<file path="config.mk">
export PLATFORM = sky130hd
export DESIGN_NAME = sma_window_buffer
export DESIGN_NICKNAME = d
export VERILOG_FILES = /design/src/rtl/sma_window_buffer.sv
export SDC_FILE = /design/constraint.sdc
export NUM_CORES = 1
export LEC_CHECK = 0
export ABC_AREA = 1
export CAP_MARGIN = 20
export CORE_UTILIZATION = 48
export CTS_BUF_LIST = sky130_fd_sc_hd__clkbuf_8 sky130_fd_sc_hd__clkbuf_16
export DETAILED_ROUTE_END_ITERATION = 16
export GPL_TIMING_DRIVEN = 0
export PLACE_DENSITY_LB_ADDON = 0.25
export SLEW_MARGIN = 20
export SYNTH_ARGS = -nofsm -noshare
export SYNTH_HDL_FRONTEND = slang
export SYNTH_SLANG_ARGS = --single-unit
</file>
<file path="constraint.sdc">
create_clock -name clk -period 2.89 [get_ports clk]
set_input_delay 0.289 -clock clk [delete_from_list [all_inputs] [get_ports clk]]
set_output_delay 0.289 -clock clk [all_outputs]
set_load 0.01 [all_outputs]
</file>
<file path="src/rtl/sma_window_buffer.sv">
// Simple moving-average window: shift register of DEPTH samples with a running sum,
// registered sum/average result behind a valid/ready handshake.
module sma_window_buffer #(
    parameter int unsigned DATA_WIDTH   = 8,
    parameter int unsigned DEPTH_LOG2   = 2,
    parameter int unsigned EMIT_PARTIAL = 0,
    parameter int unsigned ROUND        = 0,
    localparam int unsigned SUM_WIDTH   = DATA_WIDTH + DEPTH_LOG2,
    localparam int unsigned DEPTH       = 1 << DEPTH_LOG2
) (
    input  logic                          clk,
    input  logic                          rst_n,
    input  logic [DATA_WIDTH-1:0]         in_data,
    input  logic                          in_valid,
    output logic                          in_ready,
    input  logic                          flush,
    output logic [DATA_WIDTH-1:0]         out_avg,
    output logic [SUM_WIDTH-1:0]          out_sum,
    output logic                          out_valid,
    input  logic                          out_ready,
    output logic [DEPTH_LOG2:0]           fill_count,
    output logic                          window_full,
    output logic [DATA_WIDTH*DEPTH-1:0]   window_data
);

    localparam logic [DEPTH_LOG2:0] FillMax  = (DEPTH_LOG2+1)'(DEPTH);
    // Half an LSB of the average; zero when truncating or when DEPTH is 1.
    localparam logic [SUM_WIDTH:0]  RoundAdd = (ROUND != 0) ? (SUM_WIDTH+1)'(DEPTH >> 1) : '0;

    typedef enum logic [0:0] {StFill, StRun} state_e;

    state_e                  state_q, state_d;
    logic [DATA_WIDTH-1:0]   slot_q [DEPTH];
    logic [DATA_WIDTH-1:0]   slot_d [DEPTH];
    logic [SUM_WIDTH-1:0]    sum_q, sum_d;
    logic [SUM_WIDTH-1:0]    out_sum_q, out_sum_d;
    logic [DATA_WIDTH-1:0]   out_avg_q, out_avg_d;
    logic                    out_valid_q, out_valid_d;
    logic [DEPTH_LOG2:0]     fill_q, fill_d;
    logic [SUM_WIDTH:0]      avg_wide;
    logic                    accept;

    assign in_ready    = (!out_valid_q || out_ready) && !flush;
    assign accept      = in_valid && in_ready;
    assign out_avg     = out_avg_q;
    assign out_sum     = out_sum_q;
    assign out_valid   = out_valid_q;
    assign fill_count  = fill_q;
    assign window_full = (fill_q == FillMax);

    for (genvar k = 0; k < DEPTH; k++) begin : g_pack
        assign window_data[DATA_WIDTH*(k+1)-1 -: DATA_WIDTH] = slot_q[k];
    end

    always_comb begin
        state_d     = state_q;
        slot_d      = slot_q;
        sum_d       = sum_q;
        fill_d      = fill_q;
        out_sum_d   = out_sum_q;
        out_avg_d   = out_avg_q;
        out_valid_d = out_valid_q;
        avg_wide    = '0;

        if (flush) begin
            for (int k = 0; k < int'(DEPTH); k++) slot_d[k] = '0;
            sum_d       = '0;
            fill_d      = '0;
            out_sum_d   = '0;
            out_avg_d   = '0;
            out_valid_d = 1'b0;
            state_d     = StFill;
        end else if (accept) begin
            for (int k = 1; k < int'(DEPTH); k++) slot_d[k] = slot_q[k-1];
            slot_d[0] = in_data;
            // Empty slots hold zero, so subtracting the oldest is exact during fill.
            sum_d = sum_q + SUM_WIDTH'(in_data) - SUM_WIDTH'(slot_q[DEPTH-1]);
            if (fill_q != FillMax) fill_d = fill_q + 1'b1;
            case (state_q)
                StFill:  if (fill_d == FillMax) state_d = StRun;
                StRun:   state_d = StRun;
                default: state_d = StFill;
            endcase
            avg_wide    = ({1'b0, sum_d} + RoundAdd) >> DEPTH_LOG2;
            out_sum_d   = sum_d;
            out_avg_d   = avg_wide[DATA_WIDTH-1:0];
            out_valid_d = (state_d == StRun) || (EMIT_PARTIAL != 0);
        end else if (out_ready) begin
            out_valid_d = 1'b0;
        end
    end

    always_ff @(posedge clk) begin
        if (!rst_n) begin
            state_q     <= StFill;
            for (int k = 0; k < int'(DEPTH); k++) slot_q[k] <= '0;
            sum_q       <= '0;
            fill_q      <= '0;
            out_sum_q   <= '0;
            out_avg_q   <= '0;
            out_valid_q <= 1'b0;
        end else begin
            state_q     <= state_d;
            slot_q      <= slot_d;
            sum_q       <= sum_d;
            fill_q      <= fill_d;
            out_sum_q   <= out_sum_d;
            out_avg_q   <= out_avg_d;
            out_valid_q <= out_valid_d;
        end
    end

endmodule

</file>
Yosys cells after proc, flatten, opt, wreduce, memory -nomap -nowiden
Index checks and enable logic that the tools add are counted.
Widths: inputs -> output; s select.

storage, ports and cells
  input port bits = 13
  word-level logic and storage cells = 31
  register bits = 55

operators by class
  mux-type cells = 7
  reductions and logical operators = 7
  add/subtract/negate cells = 3
  equality and inequality tests = 3
  bitwise gates (word level) = 2

operators with widths
  kind                 number
  $add 10x8->10        1
  $sub 10x8->10        1
  $mux 3               3
  $eq 3x3->1 const B   2
  $add 3x1->3 const B  1
  $mux 1               3
  $ne 3x3->1 const B   1
  $logic_and 1x1->1    2
  $logic_not 1->1      2
  $not 1->1            2
  $pmux 1 s2           1
  $reduce_bool 2->1    1
  $reduce_or 2->1      1
  $logic_or 1x1->1     1

Longest topological paths before layout
Gate-level depths: netlist (run 1).

  word-level depth = 10
  mapped depth = 15

Worst setup path before layout (run 1)
Ideal clock, no wire load.

  kind = register to register
  start = register out_sum[2] (netlist name)
  end = register out_sum_q[5], in the netlist out_sum[5]
  setup time = 0.109 ns
  stages on the path, launching flop included = 11
  slack = 0.762 ns
  arrival = 2.019 ns
  path through = dfxtp_1 -> inv_1 -> fa_1 -> inv_1 -> ha_1 -> or2_2 -> nand3_1 -> a21oi_1 -> nand3b_1 -> nand2_1 -> inv_1

RTL lines
  item                    RTL line  source
  end signal: assignment  107       out_sum_q <= out_sum_d;
  end: declaration        36        logic [SUM_WIDTH-1:0] out_sum_q, out_sum_d;

Final worst setup path (run 1)
  start = input port in_data[4]
  end = register out_sum_q[7], in the netlist out_sum[7]

on the way
  cells in the longest elaborated chain, start to end = 2

RTL lines
  item                RTL line  source
  start: declaration  13        input logic [DATA_WIDTH-1:0] in_data,
  $add 10x8->10       77        sum_d = sum_q + SUM_WIDTH'(in_data) - SUM_WIDTH'(slot_q[DEPTH-1]);
  $sub 10x8->10       77

No other way between the ends.
A chain may end at the register's enable or synchronous reset.

==> reports/metrics.yaml, run 1 <==
global_route:
  grt_overflow_total: 0
  grt_antenna_before_repair: 0
  grt.met1_usage_pct: 30.8
  grt-busiest-layer: "met2"
  gr-usage-all-layers_pct: 25.1
  wire_length_of_the_first_global_routing_pass_mm: 10.3
  grtUsageMet2_pct: 44.4
  grt_start_max_net_pins: 16
  grt.met3_usage_pct: 6.64
  via_count_of_the_first_global_routing_pass: 2291
yosys:
  netlist.area_leader.share_pct: 37.6
  yosys_register_bits: 47
  synth_enable_flop_cells: 0
  syn_nets: 373
  synth.top_cells.by_area: "sky130_fd_sc_hd__dfxtp_1 38%, sky130_fd_sc_hd__nand2_1 13%, sky130_fd_sc_hd__a21oi_1 11%"
  count_of_mapped_cells_out_of_synthesis: 340
  synth_sequential_area_ratio_pct: 37.6
  synth.yosys.warnings: 0
  postSynth.asyncResetShare_pct: 0
  synthFlopType: "sky130_fd_sc_hd__dfxtp_1"
  synthesis.area_sq_um: 2500
  synth_area_leader_cell: "sky130_fd_sc_hd__dfxtp_1"
  post_synth.cell_area_avg_sq_um: 7.36
  synth.lib_cells_used.distinct: 25
timing:
  fin_crit_ps: 2330
  fin_worst_skew_ps: 7.57
  finalMaxSlewViolations: 0
  aggregate_negative_setup_slack_ps: 0
  fmax_mhz: 430
  max_slew.worst_pin.slew_ps: 541
  unrepaired_setup_endpoints_after_global_routing: "no"
  timing.final.hold_violations: 0
  slew_headroom_pct: 63.9
  report.final.setup_viol: 0
  hold-worst-slack_ps: 459
  layout_worst_path_cycle_share_pct: 80.5
worst_setup_path:
  critical_path_required_ps: 3100
  cp-end-kind: "flop"
  timing.critical_path.from_type: "primary input"
  worst-setup-path-type: "primary input to flop"
  cp_data_arrival_time_ps: 2540
  critical_path.max_fanout: 4
floorplan:
  floorplan.initialDensity_pct: 51.3
  chipHeight_um: 74.2
  die_area_sq_um: 5510
  chipWidth_um: 74.2
  fp.coreArea_sq_um: 4880
  num_io_pins: 69
  std_cell_rows: 25
detailed_routing:
  routed_wire_length_per_instance_um: 13.1
  routed_wl_mm: 6.31
  route.detailed.drc: 0
  drt-vias-per-instance: 4.93
  detailedRoute.firstPassIterationCount: 4
  via_count: 2383
  route.antenna.remaining_nets: 0
  first_iter_violations: 128
clocking:
  number_of_clock_buffers_inserted_by_tritoncts: 5
  count_of_hold_fix_buffers_inserted_at_cts: 0
  numClockSinks: 47
  post-cts-setup-buffers: 0
  source_to_sink_clock_delay_at_the_later_pin_of_the_worst_skew_pair_ps: 310
  root_buffer: "sky130_fd_sc_hd__clkbuf_8"
  post_cts_resize_count: 0
  clock_path_buffers: 2
  h_tree_depth_reported_by_cts: 2
  tritoncts: "done"
  clkTransAtPathRegs_ps: 90
pwr:
  internal_power_w: 0.000950
  power.density_cell_area_nw_per_um2: 403
  net_load_switching_power_w: 0.000403
  finalPower_w: 0.00135
  vdd_ir_drop_max_uv: 415
  p_leak_nw: 1.44
  power.share.sequential_pct: 49.3
  power_frac_clock_pct: 30.2
  switching_share_of_power_pct: 29.8
  power_frac_comb_pct: 20.5
layout:
  final_common_cell: "sky130_fd_sc_hd__nand2_1"
  post_layout_nonfiller_instances: 483
  antennaDiodeCount: 0
  flow.area_growth_from_synthesis_pct: 34.2
  finish.net_count: 448
  filler_cell_count: 415
  most-common-layout-cells: "84 x sky130_fd_sc_hd__nand2_1, 68 x sky130_fd_sc_hd__clkdlybuf4s50_1, 60 x sky130_fd_sc_hd__inv_1"
  multi_input_comb_area_sq_um: 1200
  post_route_cells_drive_above_1_share_pct: 7.69
  register_area_sq_um: 941
place:
  gp_routability_congestion: 0.852
  io_buffers: 68
  placed_cells_incl_taps: 475
  hpwl_dp_mm: 4.87
status:
  status: "finished clean"
worst_hold_path:
  worst_hold_path_type: "flop to flop"
job:
  cap_viol_max_count: 0
[routing by layer]
metal | vias up | share of wire (%)
met5 | - | 0
met4 | 0 | 0.84
met3 | 6 | 4.6
met2 | 57 | 49
met1 | 1115 | 45
li1 | 1205 | -
[area by class of cell]
cell class	instances	share of cell area, %
clock inverter	3	0.634
buffer	21	3.95
sequential	47	28.0
inverter	60	6.71
timing repair buffer	68	20.3
clock buffer	5	2.05
tap	67	2.50
multi-input combinational	212	35.9
[kinds of logic (layout without fill, tap and decap cells)]
group / count (synthesis) / count (layout) / synth area share [%]
buffers and inverters: 81 / 157 / 14.3
AND/OR/NAND/NOR: 116 / 116 / 19.6
AO/OA/AOI/OAI: 71 / 71 / 14.4
XOR/XNOR: 5 / 5 / 1.75
flip-flops: 47 / 47 / 37.6
adder cells (fa/ha/maj): 20 / 20 / 12.4
[cell usage after synthesis, types with 2 or more instances]
| cell type | count |
|---|---|
| sky130_fd_sc_hd__nand2_1 | 84 |
| sky130_fd_sc_hd__inv_1 | 59 |
| sky130_fd_sc_hd__a21oi_1 | 53 |
| sky130_fd_sc_hd__dfxtp_1 | 47 |
| sky130_fd_sc_hd__o21ai_0 | 15 |
| sky130_fd_sc_hd__nand3_1 | 14 |
| sky130_fd_sc_hd__ha_1 | 12 |
| sky130_fd_sc_hd__buf_4 | 10 |
| sky130_fd_sc_hd__fa_1 | 8 |
| sky130_fd_sc_hd__nor2_1 | 8 |
| sky130_fd_sc_hd__buf_2 | 7 |
| sky130_fd_sc_hd__clkbuf_1 | 3 |
| sky130_fd_sc_hd__nand4_1 | 3 |
| sky130_fd_sc_hd__xnor2_1 | 3 |
| sky130_fd_sc_hd__o21a_1 | 2 |
| sky130_fd_sc_hd__or2_2 | 2 |
| sky130_fd_sc_hd__xor2_1 | 2 |
[power groups by stage]
stage          clock network (W)  registers (W)  logic, W
3_5_place_dp                   0       0.000682  0.000276
5_1_grt                 0.000441       0.000668  0.000315
2_1_floorplan                  0       0.000685  0.000179
6_report                0.000408       0.000667  0.000278
4_1_cts                 0.000409       0.000667  0.000278
3_3_place_gp                   0       0.000682  0.000268
[worst paths after layout]
check	from	endpoint	slack (ps)	cells past startpoint
hold / removal	state_q	state_q	460	2
setup reg to reg	out_sum[4]	out_sum[7]	620	12
setup / recovery	in_data[4]	out_sum[7]	560	13
hold reg to reg	state_q	state_q	460	2
[registers in the layout, indices dropped and copies added (netlist names)]
| name | cells |
|---|---|
| window_data | 32 |
| out_sum | 10 |
| state_q | 1 |
| out_valid | 1 |
| fill_count | 3 |
[critical path, cell delays in order]
cell and delay [ps]:
sky130_fd_sc_hd__clkdlybuf4s50_1 450, sky130_fd_sc_hd__inv_1 60, sky130_fd_sc_hd__fa_1 530, sky130_fd_sc_hd__inv_1 50, sky130_fd_sc_hd__ha_1 360, sky130_fd_sc_hd__a21oi_1 300, sky130_fd_sc_hd__nor2_1 80, sky130_fd_sc_hd__nor2_1 120
sky130_fd_sc_hd__nand2_1 60, sky130_fd_sc_hd__nand2_1 50, sky130_fd_sc_hd__nand3_1 70, sky130_fd_sc_hd__nand2_1 70, sky130_fd_sc_hd__inv_1 40
[metrics by stage]
| step | setup WS (ps) | cell area (sq um) | util [%] |
|---|---|---|---|
| floorplan | 762 | 2500 | - |
| global route | 347 | 3360 | 68.8 |
| global placement | 289 | 3270 | 66.9 |
| CTS | 561 | 3360 | 68.8 |
| finish | 562 | 3360 | 68.8 |
| detailed placement | 242 | 3270 | 66.9 |
Power figures use the tool's default switching activity.
==> inputs of run 2 (changes only) <==
--- a/config.mk
+++ b/config.mk
@@ -7,7 +7,7 @@
 export LEC_CHECK = 0
 export ABC_AREA = 1
 export CAP_MARGIN = 20
-export CORE_UTILIZATION = 48
+export CORE_UTILIZATION = 43
 export CTS_BUF_LIST = sky130_fd_sc_hd__clkbuf_8 sky130_fd_sc_hd__clkbuf_16
 export DETAILED_ROUTE_END_ITERATION = 16
 export GPL_TIMING_DRIVEN = 0
==> constraint.sdc (replaced) <==
create_clock -name clk -period 2.1 [get_ports clk]
set_input_delay 0.21 -clock clk [delete_from_list [all_inputs] [get_ports clk]]
set_output_delay 0.21 -clock clk [all_outputs]
set_load 0.01 [all_outputs]
==> reports/metrics.yaml, run 2 (synthesis results as in run 1) <==
timing:
  layout_worst_path_cycle_share_pct: 98.1
  unrepaired_setup_endpoints_after_global_routing: "yes"
  finalMaxSlewViolations: 0  # unchanged
  max_slew.worst_pin.slew_ps: 558  # +16.7 ps
  slew_headroom_pct: 62.8  # -1.1 points
  fin_crit_ps: 2060
  report.final.setup_viol: 0  # unchanged
  aggregate_negative_setup_slack_ps: 0  # unchanged
  fmax_mhz: 485
  fin_worst_skew_ps: 5.65  # -1.92 ps
  timing.final.hold_violations: 0  # unchanged
place:
  gp_routability_congestion: 0.853  # about the same
  place_area_sq_um: 3290  # +0.57%
  placed_cells_incl_taps: 480  # +1.1%
  io_buffers: 68  # unchanged
  hpwl_dp_mm: 4.93  # +1.3%
detailed_routing:
  routed_wl_mm: 6.97  # +10%
  routed_wire_length_per_instance_um: 14.1  # +8.3%
  via_count: 2421  # +1.6%
  first_iter_violations: 125  # -2.3%
  route.detailed.drc: 0  # unchanged
  detailedRoute.firstPassIterationCount: 4  # unchanged
  route.antenna.remaining_nets: 0  # unchanged
  drt-vias-per-instance: 4.91  # -0.47%
floorplan:
  die_area_sq_um: 6130  # +11%
  num_io_pins: 69  # unchanged
  fp.coreArea_sq_um: 5570  # +14%
  floorplan.initialDensity_pct: 44.9  # -6.4 points
  chipWidth_um: 78.3  # +5.5%
  std_cell_rows: 27  # +8.0%
  chipHeight_um: 78.3  # +5.5%
layout:
  finish.net_count: 453  # +1.1%
  antennaDiodeCount: 0  # unchanged
  flow.area_growth_from_synthesis_pct: 45.6
  filler_cell_count: 482  # +16%
  final_cell_area_sq_um: 3640  # +8.5%
  final_common_cell: "sky130_fd_sc_hd__nand2_1"
  post_layout_nonfiller_instances: 493  # +2.1%
  most-common-layout-cells: "76 x sky130_fd_sc_hd__nand2_1, 65 x sky130_fd_sc_hd__clkdlybuf4s50_1, 49 x sky130_fd_sc_hd__a21oi_1"
  post_route_cells_drive_above_1_share_pct: 21.1  # +13 points
  largest_reg_flops: 32  # unchanged
clocking:
  source_to_sink_clock_delay_at_the_later_pin_of_the_worst_skew_pair_ps: 300  # about the same
  h_tree_depth_reported_by_cts: 2  # unchanged
  number_of_clock_buffers_inserted_by_tritoncts: 5  # unchanged
  tritoncts: "done"
  numClockSinks: 47  # unchanged
  root_buffer: "sky130_fd_sc_hd__clkbuf_8"
  clock_path_buffers: 2  # unchanged
  clkTransAtPathRegs_ps: 80  # about the same
worst_hold_path:
  whs_endpoint: "window_data[4]"
  holdPathStages: 3  # +1
  worst_hold_path_type: "primary input to flop"
  min_from: "in_data[4]"
global_route:
  wire_length_of_the_first_global_routing_pass_mm: 10.9  # +6.1%
  grtUsageMet2_pct: 40.4  # -4.1 points
  grt.met1_usage_pct: 29.1  # -1.7 points
  via_count_of_the_first_global_routing_pass: 2298  # +0.31%
  grt_overflow_total: 0  # unchanged
  grt-busiest-layer: "met2"
  grt.met3_usage_pct: 3.95  # -2.7 points
  grt_start_max_net_pins: 15  # -1
  grt_antenna_before_repair: 0  # unchanged
  gr-usage-all-layers_pct: 22.9  # -2.3 points
worst_setup_path:
  worst-setup-path-type: "primary input to flop"
  critical_path.reg2reg.endpoint: "out_sum[8]"
  crit_slowest_cell: "sky130_fd_sc_hd__fa_1"
  worstRegToRegCells: 11  # -1
  critical_path_required_ps: 2300  # -800 ps
  rr_startpoint: "out_sum[1]"
  cp_data_arrival_time_ps: 2260  # -280 ps
  cp_delay_by_family_top: "adder cells"
  slowest_delay_ps: 530  # about the same
  cpMostUsedCell: "sky130_fd_sc_hd__nand3_1"
  timing.critical_path.from_type: "primary input"
  cp-end-kind: "flop"
  critical_path.max_fanout: 2  # -2
  cp_num_buf_inv: 4  # unchanged
  crit_chain: "clkdlybuf4s50_1, inv_2, fa_1, fa_2, inv_2, nand3_1, nand2_2, nand2_2, nand3_1, nand3_1, nand2_1, inv_1"
  ff2ff_setup_slack_ps: 60  # -560 ps
pwr:
  power.density_cell_area_nw_per_um2: 557  # +38%
  vdd_ir_drop_max_uv: 423  # +1.9%
  p_leak_nw: 1.50  # +4.7%
status:
  status: "finished clean"
job:
  cap_viol_max_count: 0  # unchanged
==> run 2: routing by layer <==
| metal | wire length (um) | up-vias |
|---|---|---|
| met3 | 347 | 9 |
| met4 | 89 | 0 |
| li1 | - | 1211 |
| met1 | 2970 | 1129 |
| met2 | 3560 | 72 |
| met5 | 0 | - |
==> run 2: where the power goes <==
part	internal [W]	leakage [nW]	total, W	switching (W)
Sequential	0.000906	0.384	0.000918	0.0000125
Combinational	0.000233	1.07	0.000510	0.000277
Clock	0.000300	0.0505	0.000602	0.000303
Total	0.00144	1.50	0.00203	0.000592
==> run 2: per-stage QoR <==
step | total power, W | hold WS, ps | util (%) | setup slack, ps
after floorplan | 0.00119 | 354 | - | 38.9
after global placement | 0.00132 | 436 | 58.9 | -421
after CTS | 0.00195 | 457 | 62.1 | -4.31
after detailed placement | 0.00132 | 444 | 58.9 | -442
after global routing | 0.00212 | 216 | 65.4 | -87.9
final | 0.00203 | 203 | 65.4 | 40.2
==> run 2: layout make-up <==
class,instances,area (sq um),share of cell area (%)
Buffer,21,133,3.64
Clock inverter,1,7.51,0.206
Multi-Input combinational cell,212,1410,38.8
Tap cell,72,90.1,2.47
Timing Repair Buffer,73,726,19.9
Clock buffer,7,96.3,2.64
Sequential cell,47,952,26.1
Inverter,60,225,6.18
==> run 2: worst reg2reg max path, delay by kind of cell (launching register included) <==
kind          cells  cell delay [ps]
fa+ha+maj         2              900
buf+inv           3              170
flops             1              360
simple gates      6              500
==> run 2: how the worst max path moves through the flow <==
stage | cells after the start | end | from
after floorplan | 12 | out_sum[7] | out_sum[4]
after global placement | 13 | out_sum[7] | in_data[4]
after detailed placement | 13 | out_sum[7] | in_data[4]
after CTS | 12 | out_sum[7] | out_sum[1]
after global routing | 12 | out_sum[8] | in_data[1]
final | 12 | out_sum[8] | in_data[1]
==> run 2: timing repair <==
| item | 4_1_cts | 5_1_grt |
|---|---|---|
| setup endpoints to repair | 6 | 7 |
| hold buffers | 0 | 0 |
| setup buffers | 0 | 5 |
| cloned | 0 | 0 |
| resized for setup | 12 | 52 |
| pin swaps | 2 | 25 |
==> inputs of run 3 (changes only) <==
--- a/config.mk
+++ b/config.mk
@@ -7,10 +7,11 @@
 export LEC_CHECK = 0
 export ABC_AREA = 1
 export CAP_MARGIN = 20
-export CORE_UTILIZATION = 43
-export CTS_BUF_LIST = sky130_fd_sc_hd__clkbuf_8 sky130_fd_sc_hd__clkbuf_16
+export CORE_UTILIZATION = 45
+export CTS_BUF_LIST = sky130_fd_sc_hd__clkbuf_2
 export DETAILED_ROUTE_END_ITERATION = 16
 export GPL_TIMING_DRIVEN = 0
+export MAX_ROUTING_LAYER = met4
 export PLACE_DENSITY_LB_ADDON = 0.25
 export SLEW_MARGIN = 20
 export SYNTH_ARGS = -nofsm -noshare
==> reports/metrics.yaml, run 3 (synthesis results as in run 1) <==
worst_setup_path:
  timing.critical_path.from_type: "flop"
  crit_slowest_cell: "sky130_fd_sc_hd__fa_1"
  worst-setup-path-type: "flop to flop"
  cp_data_arrival_time_ps: 2450  # +190 ps
  critical_path.max_fanout: 5  # +3
  crit_chain: "inv_1, fa_1, inv_1, ha_4, a21oi_1, o21a_1, nand2_1, nand2_1, nand3_1, nand2_1, inv_1"
  cp-end-kind: "flop"
  critical_path_required_ps: 2460  # +160 ps
  slowest_delay_ps: 490  # -40 ps
floorplan:
  floorplan.initialDensity_pct: 47.8  # +2.9 points
  fp.coreArea_sq_um: 5240  # -6.0%
  chipWidth_um: 76.6  # -2.2%
  num_io_pins: 69  # unchanged
  die_area_sq_um: 5860  # -4.3%
  chipHeight_um: 76.6  # -2.2%
  std_cell_rows: 26  # -3.7%
layout:
  antennaDiodeCount: 0  # unchanged
  post_layout_nonfiller_instances: 501  # +1.6%
  final_common_cell: "sky130_fd_sc_hd__nand2_1"
  register_area_sq_um: 956  # +0.39%
  filler_cell_count: 428  # -11%
  post_route_cells_drive_above_1_share_pct: 22.5  # +1.4 points
  largest_reg_flops: 32  # unchanged
  most-common-layout-cells: "76 x sky130_fd_sc_hd__nand2_1, 68 x sky130_fd_sc_hd__clkdlybuf4s50_1, 52 x sky130_fd_sc_hd__inv_1"
  finish.net_count: 463  # +2.2%
  finalCoreUtilization_pct: 69.7  # +4.4 points
  flow.area_growth_from_synthesis_pct: 45.9
  multi_input_comb_area_sq_um: 1410  # -0.18%
detailed_routing:
  first_iter_violations: 147  # +18%
  route.antenna.remaining_nets: 0  # unchanged
  via_count: 2523  # +4.2%
  detailedRoute.firstPassIterationCount: 5  # +1
  routed_wl_mm: 7.33  # +5.1%
  route.detailed.drc: 0  # unchanged
  routed_wire_length_per_instance_um: 14.6  # +3.4%
  drt-vias-per-instance: 5.04  # +2.5%
place:
  io_buffers: 68  # unchanged
  hpwl_dp_mm: 4.84  # -1.8%
  placed_cells_incl_taps: 478  # -0.42%
  gp_routability_congestion: 0.861  # +0.97%
global_route:
  grt_antenna_before_repair: 0  # unchanged
  via_count_of_the_first_global_routing_pass: 2277  # -0.91%
  grt_start_max_net_pins: 15  # unchanged
  grt_overflow_total: 0  # unchanged
  gr-usage-all-layers_pct: 23.6  # +0.76 points
  wire_length_of_the_first_global_routing_pass_mm: 10.5  # -3.5%
timing:
  fmax_mhz: 480  # -1.0%
  fin_crit_ps: 2080  # +21.6 ps
  report.final.setup_viol: 0  # unchanged
  max_slew.worst_pin.slew_ps: 528  # -29.6 ps
  fin_worst_skew_ps: 13.3  # +7.69 ps
  slew_headroom_pct: 64.8  # +2.0 points
  timing.final.hold_violations: 0  # unchanged
  layout_worst_path_cycle_share_pct: 99.1  # +1.0 points
  finalMaxSlewViolations: 0  # unchanged
clocking:
  source_to_sink_clock_delay_at_the_later_pin_of_the_worst_skew_pair_ps: 440  # +140 ps
  root_buffer: "sky130_fd_sc_hd__clkbuf_2"
  clkTransAtPathRegs_ps: 230  # +150 ps
  numClockSinks: 47  # unchanged
  tritoncts: "done"
  number_of_clock_buffers_inserted_by_tritoncts: 5  # unchanged
  h_tree_depth_reported_by_cts: 2  # unchanged
  count_of_hold_fix_buffers_inserted_at_cts: 0  # unchanged
  clock_path_buffers: 2  # unchanged
pwr:
  net_load_switching_power_w: 0.000599  # +1.1%
  internal_power_w: 0.00125  # -13%
  power.share.sequential_pct: 49.9  # +4.7 points
  power.density_cell_area_nw_per_um2: 505  # -9.4%
  p_leak_nw: 1.51  # +0.36%
  power_frac_comb_pct: 29.7  # +4.6 points
  vdd_ir_drop_max_uv: 394  # -6.8%
  power_frac_clock_pct: 20.4  # -9.3 points
  switching_share_of_power_pct: 32.5  # +3.3 points
status:
  status: "finished clean"
job:
  cap_viol_max_count: 0  # unchanged
worst_hold_path:
  worst_hold_path_type: "primary input to flop"
-- run 3: changes by cell type in the layout (fill, tap and decap cells not counted), sizes merged --
cell,previous run,this run
dlymetal6s2s,3,0
buf,23,33
clkinv,0,1
clkdlybuf4s50,65,68
clkbuf,10,9
-- run 3: worst max-delay path: cells and delay by family, from the launching register on --
kind / cells / cell delay [ps]
adder cells (fa/ha/maj): 2 / 750
AO/OA/AOI/OAI: 2 / 420
buffers and inverters: 3 / 150
AND/OR/NAND/NOR: 4 / 310
flip-flops: 1 / 380
-- run 3: worst paths after layout --
check                           startpoint             end  slack (ps)  cells after the start
worst max-delay path            out_sum[7]      out_sum[8]          20                     11
worst min-delay path            in_data[5]  window_data[5]         350                      3
worst max register to register  out_sum[7]      out_sum[8]          20                     11
worst min register to register     state_q         state_q         470                      2
-- run 3: area by class of cell --
type | instances | share of cell area, %
flip-flops and latches | 47 | 26.2
multi-input cells | 212 | 38.6
clock buffers | 6 | 0.822
repair buffers | 83 | 21.8
well taps | 70 | 2.40
plain buffers | 21 | 3.63
clock inverters | 2 | 0.343
inverters | 60 | 6.17
-- run 3: routing by layer --
layer  track usage (%)  part of all wire (%)
met5                 -                     0
met4              8.65                   3.2
met3              5.03                   6.5
met2              39.5                    50
met1              27.9                    41
-- run 3: timing repair --
action,CTS,global route
pin swaps,1,21
gates cloned,0,0
resized for setup,12,48
endpoints found under the setup margin,6,7
endpoints found under the hold margin,0,0
setup buffers,3,12
-- run 3: power by group through the flow --
| stage | clock network [W] | logic (W) | registers [W] |
|---|---|---|---|
| floorplan | 0 | 0.000252 | 0.000942 |
| global placement | 0 | 0.000378 | 0.000938 |
| detailed placement | 0 | 0.000385 | 0.000939 |
| CTS | 0.000384 | 0.000408 | 0.000922 |
| global route | 0.000419 | 0.000590 | 0.000923 |
| finish | 0.000376 | 0.000548 | 0.000920 |
-- run 3: per-stage QoR --
stage | TNS (ps) | worst slack (ps) | power (W) | area (sq um) | hold slack [ps]
2_1_floorplan | 0 | 38.9 | 0.00119 | 2510 | 354
5_1_grt | -179 | -80.7 | 0.00193 | 3650 | 344
3_3_place_gp | -2510 | -420 | 0.00132 | 3280 | 436
6_report | 0 | 18.6 | 0.00184 | 3650 | 353
4_1_cts | 0 | 9.85 | 0.00171 | 3390 | 333
3_5_place_dp | -2620 | -479 | 0.00132 | 3280 | 442
==> patch 1, RTL diff (settings of run 2) <==
Take the reset off `sum_q` and `out_sum_q` and load them in a clocked block of their own.
--- a/src/rtl/sma_window_buffer.sv
+++ b/src/rtl/sma_window_buffer.sv
@@ -96,5 +96,3 @@
             for (int k = 0; k < int'(DEPTH); k++) slot_q[k] <= '0;
-            sum_q       <= '0;
             fill_q      <= '0;
-            out_sum_q   <= '0;
             out_avg_q   <= '0;
@@ -104,5 +102,3 @@
             slot_q      <= slot_d;
-            sum_q       <= sum_d;
             fill_q      <= fill_d;
-            out_sum_q   <= out_sum_d;
             out_avg_q   <= out_avg_d;
@@ -112,2 +108,7 @@
 
+    always_ff @(posedge clk) begin
+        sum_q     <= sum_d;
+        out_sum_q <= out_sum_d;
+    end
+
 endmodule
Function: changed (a bounded check fails within 4 cycles, from zero or initial values; the reset may be asserted at any time).
==> patch 1 against run 2 <==
Critical path depth shrank 2. Area after synthesis up 6.3%. Hold slack worse by 0.090 ns. Power rose by 28%. Routed wire length grew 13%. The run now ends with setup timing left. Design area is 7.0% higher. Worst setup slack lost 0.089 ns. Sequential cell count is 8 higher. Via count increased by 9.0%.
==> patch 1: results (changes against run 2) <==
Clocking
  – Post-CTS resize count: 15 (+3)
  – Post-CTS Setup Inserts: 1 (+1)

Global route
  – Vias in the first global route: 2287 (-0.48%)
  – First-pass GRT wire length: 10.96 mm (+0.45%)
  – GR Util met3: 3.523% (-0.43 points)
  – Largest net degree at the start of global routing: 19 (+4)
  – M2 GR Usage: 39.15% (-1.2 points)

Setup path
  – Crit Reg-Reg Startpoint: out_sum[7]
  – CP max stage delay: 0.57 ns (+0.04 ns)
  – Critical path data arrival time: 2.40 ns (+0.14 ns)
  – CP Launch Type: flop
  – R2R depth: 10 (-1)
  – Critical Path Fanout Max: 5 (+3)

Route
  – Starting DRT DRC Count: 113 (-9.6%)
  – DRT Wirelength: 7.910 mm (+13%)
  – Met3 wire len: 380 um (+9.5%)
  – Post-DR vias/cell: 5.187 (+5.6%)
  – Routed wire per std cell: 15.54 um (+9.9%)
  – Wl on met1: 3.296 mm (+11%)

STA
  – Skew final: 0.01305 ns (+0.007404 ns)
  – Slew margin rel.: 68.05% (+5.2 points)
  – Setup ws final: -0.04883 ns (-0.08904 ns)
  – Worst hold slack: 0.1125 ns (-0.09023 ns)
  – Setup tns final: -0.07632 ns (-0.07632 ns)
  – Final setup vio count: 2 (+2)

Placement
  – Pre-CTS setup slack: -0.5077 ns (-0.06538 ns)
  – Placed cell area: 3423 um2 (+4.2%)
  – HPWL after detailed placement: 5.033 mm (+2.1%)
  – IO Port Bufs: 67 (-1.5%)
  – Cell Count Post-Placement: 491 (+2.3%)

Synthesis
  – Yosys cell types: 24 (-4.0%)
  – Most frequent cells after synthesis: nand2_1 (101), a21oi_1 (61), dfxtp_1 (55)
  – Avg Cell Area, Syn: 7.618 um2 (+3.5%)
  – Sequential area share after synthesis: 41.41% (+3.8 points)
  – Ranking of synthesized cells by area: dfxtp_1 (41%), nand2_1 (14%), a21oi_1 (11%)
  – Synth Net Count: 382 (+2.4%)

Hold path
  – Hold Path End: out_sum[7]
  – Hold Path Depth: 2 (-1)
  – Hold_sp: flush

Cells and area
  – Ratio of cells with drive above 1 in the final layout: 22.58% (+1.4 points)
  – Nets: 466 (+2.9%)
  – Fillers: 515 (+6.8%)
  – N_diodes: 0 (unchanged)

Run status
  – Failing checks: setup timing
  – Outcome: finished, violations left

Power and ir drop
  – Sequential Power: 1.11 mW (+21%)
  – Clock group: 0.617 mW (+2%)
  – Final Power: 2.605 mW (+28%)
  – Pint: 1.719 mW (+19%)
patch 1: cell count changes after synthesis, moves of 8 or more:
cell	delta
nand2_1	+17
inv_1	-10
a21oi_1	+8
buf_4	-8
dfxtp_1	+8
patch 1: logic make-up after synthesis:
family / after synthesis / synth area share, %
compound gates: 76 / 14.49
xor+xnor: 3 / 0.9884
fa+ha+maj: 20 / 11.67
buf+inv: 66 / 10.64
flops: 55 / 41.41
simple gates: 129 / 20.80
patch 1: final cells by class:
cell class                      count  area (um2)  area share (%)
Sequential cell                    55        1111           28.50
Clock buffer                        5       68.82           1.765
Clock inverter                      3       22.52          0.5777
Buffer                             15       91.34           2.343
Multi-Input combinational cell    228        1567           40.18
Timing Repair Buffer               77       753.2           19.32
Inverter                           51       191.4           4.910
Tap cell                           75       93.84           2.407
patch 1: critical path: cells and delay by family (launching register included):
family	cells	cell delay, ns
buffers and inverters	2	0.11
and+or+nand+nor	3	0.23
adders and majority gates	2	0.81
DFF	1	0.36
AOI/OAI and AO/OA	3	0.59
==> patch 2, RTL diff (config.mk and constraints of run 2) <==
Made on the original files. The parameter `DATA_WIDTH` goes from 8 to 6.
--- a/src/rtl/sma_window_buffer.sv
+++ b/src/rtl/sma_window_buffer.sv
@@ -3,3 +3,3 @@
 module sma_window_buffer #(
-    parameter int unsigned DATA_WIDTH   = 8,
+    parameter int unsigned DATA_WIDTH   = 6,
     parameter int unsigned DEPTH_LOG2   = 2,
Ports: changed (resized in_data, out_avg, out_sum and window_data); port bits go from 69 to 55. No check against the original RTL was run, so the function may have changed too.
==> patch 2 against run 2 <==
Critical endpoint is now out_sum[5]. Power is 15% lower. Largest cell class unchanged. Worst setup slack improved by 0.037 ns. Routed wire length down 31%. Sequential cell count down 10. Die area decreased by 18%. Combinational power down 34%. Final cell count decreased by 24%. Hold slack worse by 0.0021 ns. Area after synthesis fell by 19%. Design area fell by 21%.
==> patch 2: results (changes against run 2) <==
Run status
  – Outcome: complete, no violations

Synthesis
  – Synth Area in XOR/XNOR: 2.149% (+0.40 points)
  – Most frequent cells after synthesis: nand2_1 (59), inv_1 (42), dfxtp_1 (37)
  – Ranking of synthesized cells by area: dfxtp_1 (36%), nand2_1 (11%), inv_1 (7.7%)
  – Yosys warns: 0 (unchanged)
  – Sequential area share after synthesis: 36.34% (-1.3 points)
  – Avg Cell Area, Syn: 7.931 um2 (+7.8%)
  – Adder-cell share of the synthesized area: 12.03% (-0.37 points)
  – Yosys cell types: 27 (+8.0%)
  – Post-synthesis compound-gate area fraction: 15.35% (+0.95 points)

Route
  – Routed wire per std cell: 12.89 um (-8.8%)
  – Via count: 1830 (-24%)
  – Metal2 WL: 2.375 mm (-33%)
  – Met3 wire len: 139 um (-60%)
  – Drt first pass iters: 6 (+2)

Cells and area
  – Multi-input logic area: 1096 um2 (-22%)
  – Finished Layout Cells: 374 (-24%)
  – Ratio of cells with drive above 1 in the final layout: 24.22% (+3.1 points)
  – Largest register FFs: 24 (-25%)
  – Fillers: 378 (-22%)
  – Nets: 348 (-23%)

Setup path
  – Critical Path Fanout Max: 4 (+2)
  – Flop2flop setup slack: 0.09 ns (+0.03 ns)
  – Worst setup path endpoint: out_sum[5]
  – CP max stage delay: 0.55 ns (+0.02 ns)
  – Reg-to-Reg End: out_sum[5]
  – Critical path data arrival time: 2.21 ns (-0.05 ns)
  – CP max-delay cell: fa_1

Placement
  – Pre-CTS setup slack: -0.3875 ns (+0.05478 ns)
  – Placed cell area: 2644 um2 (-20%)
  – IO Port Bufs: 54 (-21%)
  – HPWL after detailed placement: 3.462 mm (-30%)
  – Cell Count Post-Placement: 363 (-24%)
  – Gpl congestion: 0.8258 (-3.1%)

Global route
  – Largest net degree at the start of global routing: 13 (-2)
  – Tot GR Track Use: 19.95% (-2.9 points)
  – GR Util met3: 3.134% (-0.82 points)
  – Vias in the first global route: 1749 (-24%)
  – M2 GR Usage: 35.15% (-5.2 points)
  – Met1 Usage GRT: 25.18% (-3.9 points)

STA
  – Tcrit/Tclk final: 96.31% (-1.8 points)
  – Skew final: 0.003956 ns (-0.001696 ns)
  – Worst hold slack: 0.2005 ns (-0.002143 ns)
  – Slew margin rel.: 80.38% (+18 points)

Hold path
  – Hold Path End: window_data[3]
  – Hold_sp: in_data[3]

Power and ir drop
  – Leakage power: 1.151 nW (-23%)
  – Net Sw Frac: 26.54% (-2.6 points)
  – Sequential Power: 0.723 mW (-21%)
  – PD cells: 593.7 nW/um2 (+6.5%)
  – Worst VDD drop: 440.8 uV (+4.2%)
  – Clock group: 0.656 mW (+9.0%)

Clocking
  – Clk buf depth: 2 (unchanged)
==> patch 2: cell types whose count changed in the layout (fill, tap and decap cells not counted), sizes merged, moves of 2 or more <==
cell / delta
nand2: -22
a21oi: -16
inv: -15
clkdlybuf4s50: -12
dfxtp: -10
nand3: -6
o21ai: -5
buf: -4
clkbuf: -4
nand4: -3
dlymetal6s2s: -2
fa: -2
ha: -2
nand3b: +2
==> patch 2: cell type report <==
| cell class | instances | share of cell area [%] |
|---|---|---|
| buffer | 16 | 4.538 |
| timing repair buffer | 57 | 19.53 |
| sequential | 37 | 25.84 |
| clock inverter | 2 | 1.296 |
| tap | 52 | 2.247 |
| clock buffer | 6 | 2.852 |
| inverter | 45 | 5.834 |
| multi-input combinational | 159 | 37.86 |
==> patch 2: timing repair <==
| action | 4_1_cts | 5_1_grt |
|---|---|---|
| pin swaps | 0 | 12 |
| gates resized for setup | 6 | 22 |
| endpoints found under the hold margin | 0 | 0 |
| setup endpoints to repair | 4 | 4 |
| buffers inserted | 0 | 3 |
